==> config.mk <==
export PLATFORM = sky130hd
export DESIGN_NAME = rf_pc_sequencer
export DESIGN_NICKNAME = d
export VERILOG_FILES = /design/src/rtl/rf_pc_seq_pkg.sv /design/src/rtl/rf_pc_seq_decode.sv /design/src/rtl/rf_pc_sequencer.sv
export SDC_FILE = /design/constraint.sdc
export NUM_CORES = 1
export LEC_CHECK = 0
export ABC_AREA = 1
export ABC_CLOCK_PERIOD_IN_PS = 3100
export CAP_MARGIN = 0
export CORE_MARGIN = 3
export CORE_UTILIZATION = 46
export CTS_BUF_LIST = sky130_fd_sc_hd__clkbuf_2 sky130_fd_sc_hd__clkbuf_4 sky130_fd_sc_hd__clkbuf_8
export CTS_CLUSTER_DIAMETER = 80
export DETAILED_ROUTE_END_ITERATION = 8
export GPL_TIMING_DRIVEN = 0
export PLACE_DENSITY_LB_ADDON = 0.08
export SETUP_SLACK_MARGIN = 0.02
export SYNTH_ARGS = -nofsm -noshare
export SYNTH_HDL_FRONTEND = slang
export SYNTH_SLANG_ARGS = --single-unit
==> constraint.sdc <==
create_clock -name clk -period 3.1 [get_ports clk]
set_input_delay 0.465 -clock clk [delete_from_list [all_inputs] [get_ports clk]]
set_output_delay 0.465 -clock clk [all_outputs]
set_load 0.05 [all_outputs]
==> src/rtl/rf_pc_seq_pkg.sv <==
// rf_pc_seq_pkg: shared states, opcodes, ALU codes and instruction field positions for rf_pc_sequencer
package rf_pc_seq_pkg;
  typedef enum logic [2:0] {S_IDLE, S_FETCH, S_DECODE, S_EXEC, S_WB} state_t;
  typedef enum logic [2:0] {ALU_ADD = 3'd0, ALU_SUB = 3'd1, ALU_AND = 3'd2, ALU_OR = 3'd3, ALU_SLT = 3'd4} alu_op_t;
  typedef enum logic [1:0] {K_SEQ, K_BR, K_JMP} kind_t;
  localparam logic [5:0] OP_RTYPE = 6'b000000;
  localparam logic [5:0] OP_ADDI  = 6'b001000;
  localparam logic [5:0] OP_BEQ   = 6'b000100;
  localparam logic [5:0] OP_J     = 6'b000010;
  localparam logic [5:0] FN_ADD   = 6'b100000;
  localparam logic [5:0] FN_SUB   = 6'b100010;
  localparam logic [5:0] FN_AND   = 6'b100100;
  localparam logic [5:0] FN_OR    = 6'b100101;
  localparam logic [5:0] FN_SLT   = 6'b101010;
  localparam int OP_LSB = 26;
  localparam int RS_LSB = 21;
  localparam int RT_LSB = 16;
  localparam int RD_LSB = 11;
  localparam int REG_W  = 5;
  localparam int FN_W   = 6;
  localparam int IMM_W  = 16;
  localparam int TGT_W  = 26;
endpackage

==> src/rtl/rf_pc_seq_decode.sv <==
// rf_pc_seq_decode: opcode/funct -> control word (ALU op, operand select, dest select, write, kind, illegal)
module rf_pc_seq_decode
  import rf_pc_seq_pkg::*;
(
  input  logic [5:0] opcode,
  input  logic [5:0] funct,
  output logic [2:0] alu_op,
  output logic       alu_src_imm,
  output logic       dest_rt,
  output logic       wr_en,
  output logic [1:0] kind,
  output logic       bad
);
  always_comb begin
    alu_op = ALU_ADD;
    alu_src_imm = 1'b0;
    dest_rt = 1'b0;
    wr_en = 1'b0;
    kind = K_SEQ;
    bad = 1'b0;
    case (opcode)
      OP_RTYPE: begin
        wr_en = 1'b1;
        case (funct)
          FN_ADD: alu_op = ALU_ADD;
          FN_SUB: alu_op = ALU_SUB;
          FN_AND: alu_op = ALU_AND;
          FN_OR:  alu_op = ALU_OR;
          FN_SLT: alu_op = ALU_SLT;
          default: begin
            wr_en = 1'b0;
            bad = 1'b1;
          end
        endcase
      end
      OP_ADDI: begin
        alu_src_imm = 1'b1;
        dest_rt = 1'b1;
        wr_en = 1'b1;
      end
      OP_BEQ: begin
        alu_op = ALU_SUB;
        kind = K_BR;
      end
      OP_J: kind = K_JMP;
      default: bad = 1'b1;
    endcase
  end
endmodule

==> src/rtl/rf_pc_sequencer.sv <==
// rf_pc_sequencer: multi-cycle fetch/decode/exec/wb controller for the register file and PC.
// Define ILLEGAL_TRAP_EN to vector illegal instructions to TRAP_VECTOR instead of skipping them.
module rf_pc_sequencer
  import rf_pc_seq_pkg::*;
#(
  parameter logic [31:0] TRAP_VECTOR = 32'h0000_0040,
  parameter logic [31:0] PC_STEP = 32'd1
) (
  input  logic        clk,
  input  logic        clr,
  input  logic        run,
  output logic        fetch_req,
  output logic [31:0] fetch_addr,
  input  logic        fetch_ack,
  input  logic [31:0] fetch_instr,
  input  logic [31:0] pc_q,
  input  logic        alu_zero,
  output logic [4:0]  read_reg_1,
  output logic [4:0]  read_reg_2,
  output logic        write,
  output logic [4:0]  write_reg,
  output logic [2:0]  alu_op,
  output logic        alu_src_imm,
  output logic [31:0] imm_ext,
  output logic        inc,
  output logic        ld,
  output logic [31:0] pc_data_in,
  output logic        illegal,
  output logic        busy
);
  state_t state, state_n;
  logic [31:0] ir;
  logic zero_q, dest_rt, wr_en, bad, trap;
  logic [1:0] kind;
  rf_pc_seq_decode u_decode (
    .opcode(ir[OP_LSB +: 6]),
    .funct(ir[FN_W-1:0]),
    .alu_op(alu_op),
    .alu_src_imm(alu_src_imm),
    .dest_rt(dest_rt),
    .wr_en(wr_en),
    .kind(kind),
    .bad(bad)
  );
`ifdef ILLEGAL_TRAP_EN
  assign trap = bad;
`else
  assign trap = 1'b0;
`endif
  always_ff @(posedge clk) begin
    if (clr) begin
      state <= S_IDLE;
      ir <= '0;
      zero_q <= 1'b0;
    end else begin
      state <= state_n;
      if (state == S_FETCH && fetch_ack) ir <= fetch_instr;
      if (state == S_EXEC) zero_q <= alu_zero;
    end
  end
  // strobes fire only in WB and are killed by a same-cycle clr
  always_comb begin
    state_n = state;
    write = 1'b0;
    inc = 1'b0;
    ld = 1'b0;
    illegal = 1'b0;
    case (state)
      S_IDLE:   state_n = run ? S_FETCH : S_IDLE;
      S_FETCH:  state_n = fetch_ack ? S_DECODE : S_FETCH;
      S_DECODE: state_n = S_EXEC;
      S_EXEC:   state_n = S_WB;
      S_WB: begin
        state_n = run ? S_FETCH : S_IDLE;
        write = !clr && wr_en && write_reg != '0;
        inc = !clr && ((kind == K_SEQ && !trap) || (kind == K_BR && !zero_q));
        ld = !clr && ((kind == K_BR && zero_q) || kind == K_JMP || trap);
        illegal = !clr && bad;
      end
      default: state_n = S_IDLE;
    endcase
  end
  assign fetch_req = state == S_FETCH;
  assign fetch_addr = pc_q;
  assign busy = state != S_IDLE;
  assign read_reg_1 = ir[RS_LSB +: REG_W];
  assign read_reg_2 = ir[RT_LSB +: REG_W];
  assign write_reg = dest_rt ? ir[RT_LSB +: REG_W] : ir[RD_LSB +: REG_W];
  assign imm_ext = {{(32-IMM_W){ir[IMM_W-1]}}, ir[IMM_W-1:0]};
  assign pc_data_in = !ld ? '0 : trap ? TRAP_VECTOR :
                      kind == K_JMP ? {pc_q[31:TGT_W], ir[TGT_W-1:0]} : pc_q + PC_STEP + imm_ext;
endmodule

==> Word level (Yosys, flattened, before mapping) <==
Index checks and enable logic that the tools add are counted.
{ "totals": {"regBits": 36, "input_bits": 69, "out_inout_bits": 121, "elab_cells": 57} }
{ "classes": {"n_addsub": 2, "n_eq_ne": 14, "muxes": 18, "n_reduce_logical": 20} }
{ "ops": {"columns": ["cell", "n"], "rows": [
  ["32-bit two-way mux", 2],
  ["32-bit by 1-bit adder with 32-bit output, second input constant", 1],
  ["32-bit adder", 1],
  ["6-bit equality test, second input constant", 5],
  ["3-bit one-hot mux with 4 select lines", 2],
  ["1-bit logical AND", 8],
  ["1-bit two-way mux", 8],
  ["3-bit by 2-bit equality test with 1-bit output, second input constant", 2],
  ["6-bit by 2-bit equality test with 1-bit output, second input constant", 1],
  ["6-bit by 3-bit equality test with 1-bit output, second input constant", 1],
  ["6-bit by 4-bit equality test with 1-bit output, second input constant", 1],
  ["6-bit zero test", 1],
  ["3-bit one-hot mux with 2 select lines", 1],
  ["5-bit two-way mux", 1],
  ["5-bit nonzero test", 1],
  ["5-bit OR reduction", 1],
  ["1-bit one-hot mux with 2 select lines", 2],
  ["2-bit one-hot mux with 2 select lines", 1],
  ["3-bit by 1-bit equality test with 1-bit output, second input constant", 1],
  ["3-bit equality test, second input constant", 1],
  ["3-bit zero test", 1],
  ["3-bit nonzero test", 1],
  ["3-bit OR reduction", 1],
  ["2-bit by 1-bit equality test with 1-bit output, second input constant", 1],
  ["other kinds (6)", 8]
]} }

==> Longest topological paths before layout <==
{ "logic_depth": {"depth_word": 8, "ltp_mapped": 15, "depth_no_buf": 15} }

==> Cells and area by module <==
From an unflattened synthesis, not the netlist that was laid out.
{ "hier_totals": {"hier_cells": 947, "area_unflattened_um2": 5159.9} }
{ "by_module_without_submodules": {"columns": ["mod", "instances", "cells_each", "area_each_um2", "seq_area_each_um2"], "rows": [
  ["rf_pc_sequencer", 1, 899, 4928.5, 720.7],
  ["rf_pc_seq_decode", 1, 48, 231.5, 0.0]
]} }

==> Worst setup path after synthesis <==
OpenSTA, ideal clock, no wires.
{ "synth_path": {"path_kind": "reg2out", "start": "register ir[30]", "end": "output port write", "arrival_ns": 2.794, "required_ns": 2.635, "slack_ns": -0.159, "stages_incl_launch_ff": 8, "path_buffers": 0, "cell_sequence": "dfxtp_1 -> nor2_4 -> nand3_2 -> clkinv_2 -> nand2_2 -> o21ai_0 -> nor3_1 -> a21oi_1"} }
{ "synth_via": {"elab_chain_cells": 6, "word_cells_on_any_way": 9, "classes_between": "1 x eq/ne; 4 x mux; 4 x reduce/logical"} }
{ "synth_rtl": {"columns": ["element", "line_no", "text"], "rows": [
  ["start, declared", "rf_pc_sequencer.sv:32", "logic [31:0] ir;"],
  ["start signal, assigned", "rf_pc_sequencer.sv:57", "if (state == S_FETCH && fetch_ack) ir <= fetch_instr;"],
  ["6-bit by 4-bit equality test with 1-bit output", "rf_pc_seq_decode.sv:21", "case (opcode)"],
  ["1-bit two-way mux", "rf_pc_seq_decode.sv:21", null],
  ["5-bit two-way mux", "rf_pc_sequencer.sv:88", "assign write_reg = dest_rt ? ir[RT_LSB +: REG_W] : ir[RD_LSB +: REG_W];"],
  ["named net write_reg[4]", "rf_pc_sequencer.sv:21", "output logic [4:0] write_reg,"],
  ["5-bit nonzero test", "rf_pc_sequencer.sv:75", "write = !clr && wr_en && write_reg != '0;"],
  ["1-bit logical AND", "rf_pc_sequencer.sv:75", null],
  ["1-bit two-way mux", "rf_pc_sequencer.sv:68", "case (state)"],
  ["end, declared", "rf_pc_sequencer.sv:20", "output logic write,"]
]} }
The timed path passes the listed nets, and every way through them passes these cells.

==> Worst setup path after layout <==
{ "layout_path": {"start": "input port pc_q[3]", "end": "output port pc_data_in[7]"} }
{ "layout_via": {"elab_chain_cells": 4} }
{ "layout_rtl": {"columns": ["element", "line_no", "text"], "rows": [
  ["start, declared", "rf_pc_sequencer.sv:16", "input logic [31:0] pc_q,"],
  ["32-bit by 1-bit adder with 32-bit output", "rf_pc_sequencer.sv:91", "kind == K_JMP ? {pc_q[31:TGT_W], ir[TGT_W-1:0]} : pc_q + PC_STEP + imm_ext;"],
  ["32-bit adder", "rf_pc_sequencer.sv:91", null],
  ["32-bit two-way mux", "rf_pc_sequencer.sv:91", null],
  ["32-bit two-way mux", "rf_pc_sequencer.sv:90", "assign pc_data_in = !ld ? '0 : trap ? TRAP_VECTOR :"],
  ["end, declared", "rf_pc_sequencer.sv:27", "output logic [31:0] pc_data_in,"]
]} }
No other way between the ends.

==> results.md <==
* Asr flop ratio synth at 0%
* Drt wl/cell at 13.76 µm
* Power per Cell Area at 269.2 nW/µm²
* Post-synth EDFFs at 0
* Largest cells by area after synthesis: nand2_1 21%, dfxtp_1 14%, inv_1 13%
* Overflow after GRT at 0
* CP arrival at 2550 ps
* H-tree Lvls at 2
* Slew headroom at 54.16%
* Hold crit path type: reg2reg
* # DRC at 0
* Syn Area/Cell at 5.559 µm²
* Largest net degree at the start of global routing at 38
* Clock Latency Late Sink at 290 ps
* Leakage at 4.171 nW
* Fin. max-slew vios at 0
* R2R Path Start: state[0]
* Longest Clk Path Bufs at 2
* Register clock-pin slew on the reported worst setup and hold paths at 70 ps
* Initial DRT Pass Iterations at 5
* Final hold viol count at 0
* HP Start: ir[24]
* Cell with the most instances after synthesis: nand2_1
* # diodes at 0
* Max stage delay on crit path at 500 ps
* Yosys top cell by area: nand2_1
* Starting Density at 48.51%
* Initial antenna violation count at 0
* Syn nets at 1022
* Final setup fails at 0
* First-pass GRT wire length at 27160 µm
* Core area at 10560 µm²
* FF+latch count, synth at 36
* Synth top area share at 21.26%
* Die height at 111.5 µm
* Vias per cell at 4.846
* CTS tree: done
* Max-cap violations at 0
* Routed Antenna Nets at 0
* Root Driver: clkbuf_8
* Synth cell count leaders: 290 x nand2_1, 175 x inv_1, 107 x nor2_1, 76 x buf_4, 47 x nand3_1
* Gp weighted congestion at 0.9569
* Dpl hpwl at 13910 µm
* Synth unique cells at 41
* Worst Setup End Kind: output pin
* CP max stage cell: clkdlybuf4s15_1
* Clock Sinks at 36
* Predominant post-synthesis flop cell: dfxtp_1
* Netlist Area Pre-Place at 5120 µm²
* Die Area at 12430 µm²
* CP most frequent cell: nand2_1
* Worst Path Max Fanout at 6
* Crit-path cells: clkdlybuf4s50_1 -> ha_2 -> nand2_1 -> nor2_1 -> nand2_1 -> nand2_1 -> xor2_1 -> o21ai_1 -> inv_1 -> clkdlybuf4s15_1
* Critical path launch point type: input port
* Vias in the first global route at 5637
* Area grow syn2layout at 48.85%
* Chip width at 111.5 µm
* Kind of critical path: in2out
* Fin crit share at 97.11%
* Final Cell Area at 7621 µm²
* Max IR drop VDD at 324.5 µV
* Filler cell count at 945
* Highest clock rate at 332.2 MHz
* WL final at 17270 µm
* Via count at 6082
* Cell count after synthesis at 921
* Worst-Margin Slew at 687.6 ps
* Post-layout util at 72.20%
* DR iter-0 viols at 284
* Worst Setup SP: pc_q[3]
* Unrepaired setup endpoints after global routing: yes
* Num CTS Buffers at 5
* Worst Skew at 7.570 ps
* IO Port Bufs at 189
* Cell row count at 37
* Final net count at 1219
* Fin crit period at 3010 ps
* Ys Warns at 0
* Share of layout cells above drive strength 1 at 18.50%
* Seq/Total Area, Yosys at 14.08%
* Outcome: completed
* # hold bufs at CTS at 0
* Data required time of the worst path at 2630 ps
* # IOs at 190
* Tot GR Track Use at 26.26%
* Placed inst area at 7182 µm²
==> flip-flops by register name (all words and copies together) (netlist names) <==
name    flops
ir         32
zero_q      1
state       3
==> worst paths after layout <==
path / end / slack (ps) / cells after the start
worst max-delay path: pc_data_in[7] / 90 / 10
worst min-delay path: ir[24] / 500 / 2
worst max register to register: ir[0] / 1580 / 8
worst min register to register: ir[24] / 500 / 2
==> cells in the final DEF (no fill, tap or decap), types with 3 or more instances in the layout <==
cell | Yosys | layout
nand2_1 | 290 | 279
inv_1 | 175 | 174
clkdlybuf4s50_1 | 0 | 156
nor2_1 | 107 | 96
buf_4 | 76 | 78
a21oi_1 | 43 | 40
nand3_1 | 47 | 38
dfxtp_1 | 36 | 35
a211oi_1 | 18 | 18
ha_4 | 0 | 16
nand2_2 | 4 | 14
o21ai_1 | 12 | 13
nor2_2 | 1 | 12
buf_2 | 5 | 12
buf_6 | 4 | 11
a21oi_2 | 8 | 11
xor2_1 | 11 | 11
ha_1 | 31 | 10
clkbuf_4 | 0 | 8
nand3_2 | 1 | 7
clkbuf_1 | 7 | 7
nor3_1 | 6 | 5
o21ai_0 | 6 | 5
ha_2 | 0 | 5
clkbuf_8 | 0 | 5
nand3_4 | 1 | 4
nand4_1 | 4 | 4
clkdlybuf4s15_2 | 0 | 4
inv_2 | 2 | 3
o21bai_1 | 3 | 3
or2_2 | 3 | 3
dlygate4sd2_1 | 0 | 3
==> worst max-delay path: cells and delay by family <==
kind                     cells  cell delay (ps)
adder cells (fa/ha/maj)      1              400
buffers and inverters        3              990
AND/OR/NAND/NOR              4              410
XOR/XNOR                     1              190
AO/OA/AOI/OAI                1               70
==> power breakdown <==
part / switching (W) / internal [W] / total, W / leakage (nW)
logic: 0.000668 / 0.000441 / 0.00111 / 3.82
clock network: 0.000173 / 0.000238 / 0.000411 / 0.0541
registers: 0.0000415 / 0.000490 / 0.000532 / 0.294
==> layout make-up <==
class,instances,area [µm²],area share [%]
clock buffer,5,68.82,0.9030
sequential,36,724.4,9.506
inverter,179,673.1,8.833
tap,136,170.2,2.233
buffer,94,674.4,8.849
multi-input combinational,612,3411,44.75
clock inverter,3,42.54,0.5582
timing repair buffer,190,1857,24.36
==> logic make-up after synthesis <==
group                    synth area share, %
adder cells (fa/ha/maj)                7.967
AO/OA/AOI/OAI                          11.58
flip-flops                             14.08
buffers and inverters                  26.32
XOR/XNOR                               2.224
AND/OR/NAND/NOR                        37.83
==> per-stage QoR <==
step                setup slack (ps)  instances  hold slack [ps]  TNS, ps  power (W)
floorplan                      34.51        921            458.3        0   0.001228
global placement              -854.3       1246            472.1   -17780   0.001565
detailed placement            -861.1       1246            480.9   -18100   0.001572
CTS                            20.26       1254            494.7        0   0.001987
global route                  -17.84       1255            533.9   -23.62   0.002168
finish                         89.73       1255            495.2        0   0.002052
==> what timing repair did <==
item                                    CTS  global route
gates resized for setup                 147            78
setup buffers                             0             1
endpoints found under the hold margin     0             0
endpoints found under the setup margin   50            29
pin swaps                                 2             8
==> per-layer routing <==
layer,vias up,share of wire (%),GRT usage [%]
li1,3132,-,-
met4,0,2.1,7.137
met2,234,47,44.59
met3,23,8.9,4.511
met1,2693,42,34.39
met5,-,0,0
No activity file was read; power rests on OpenSTA's default activity.
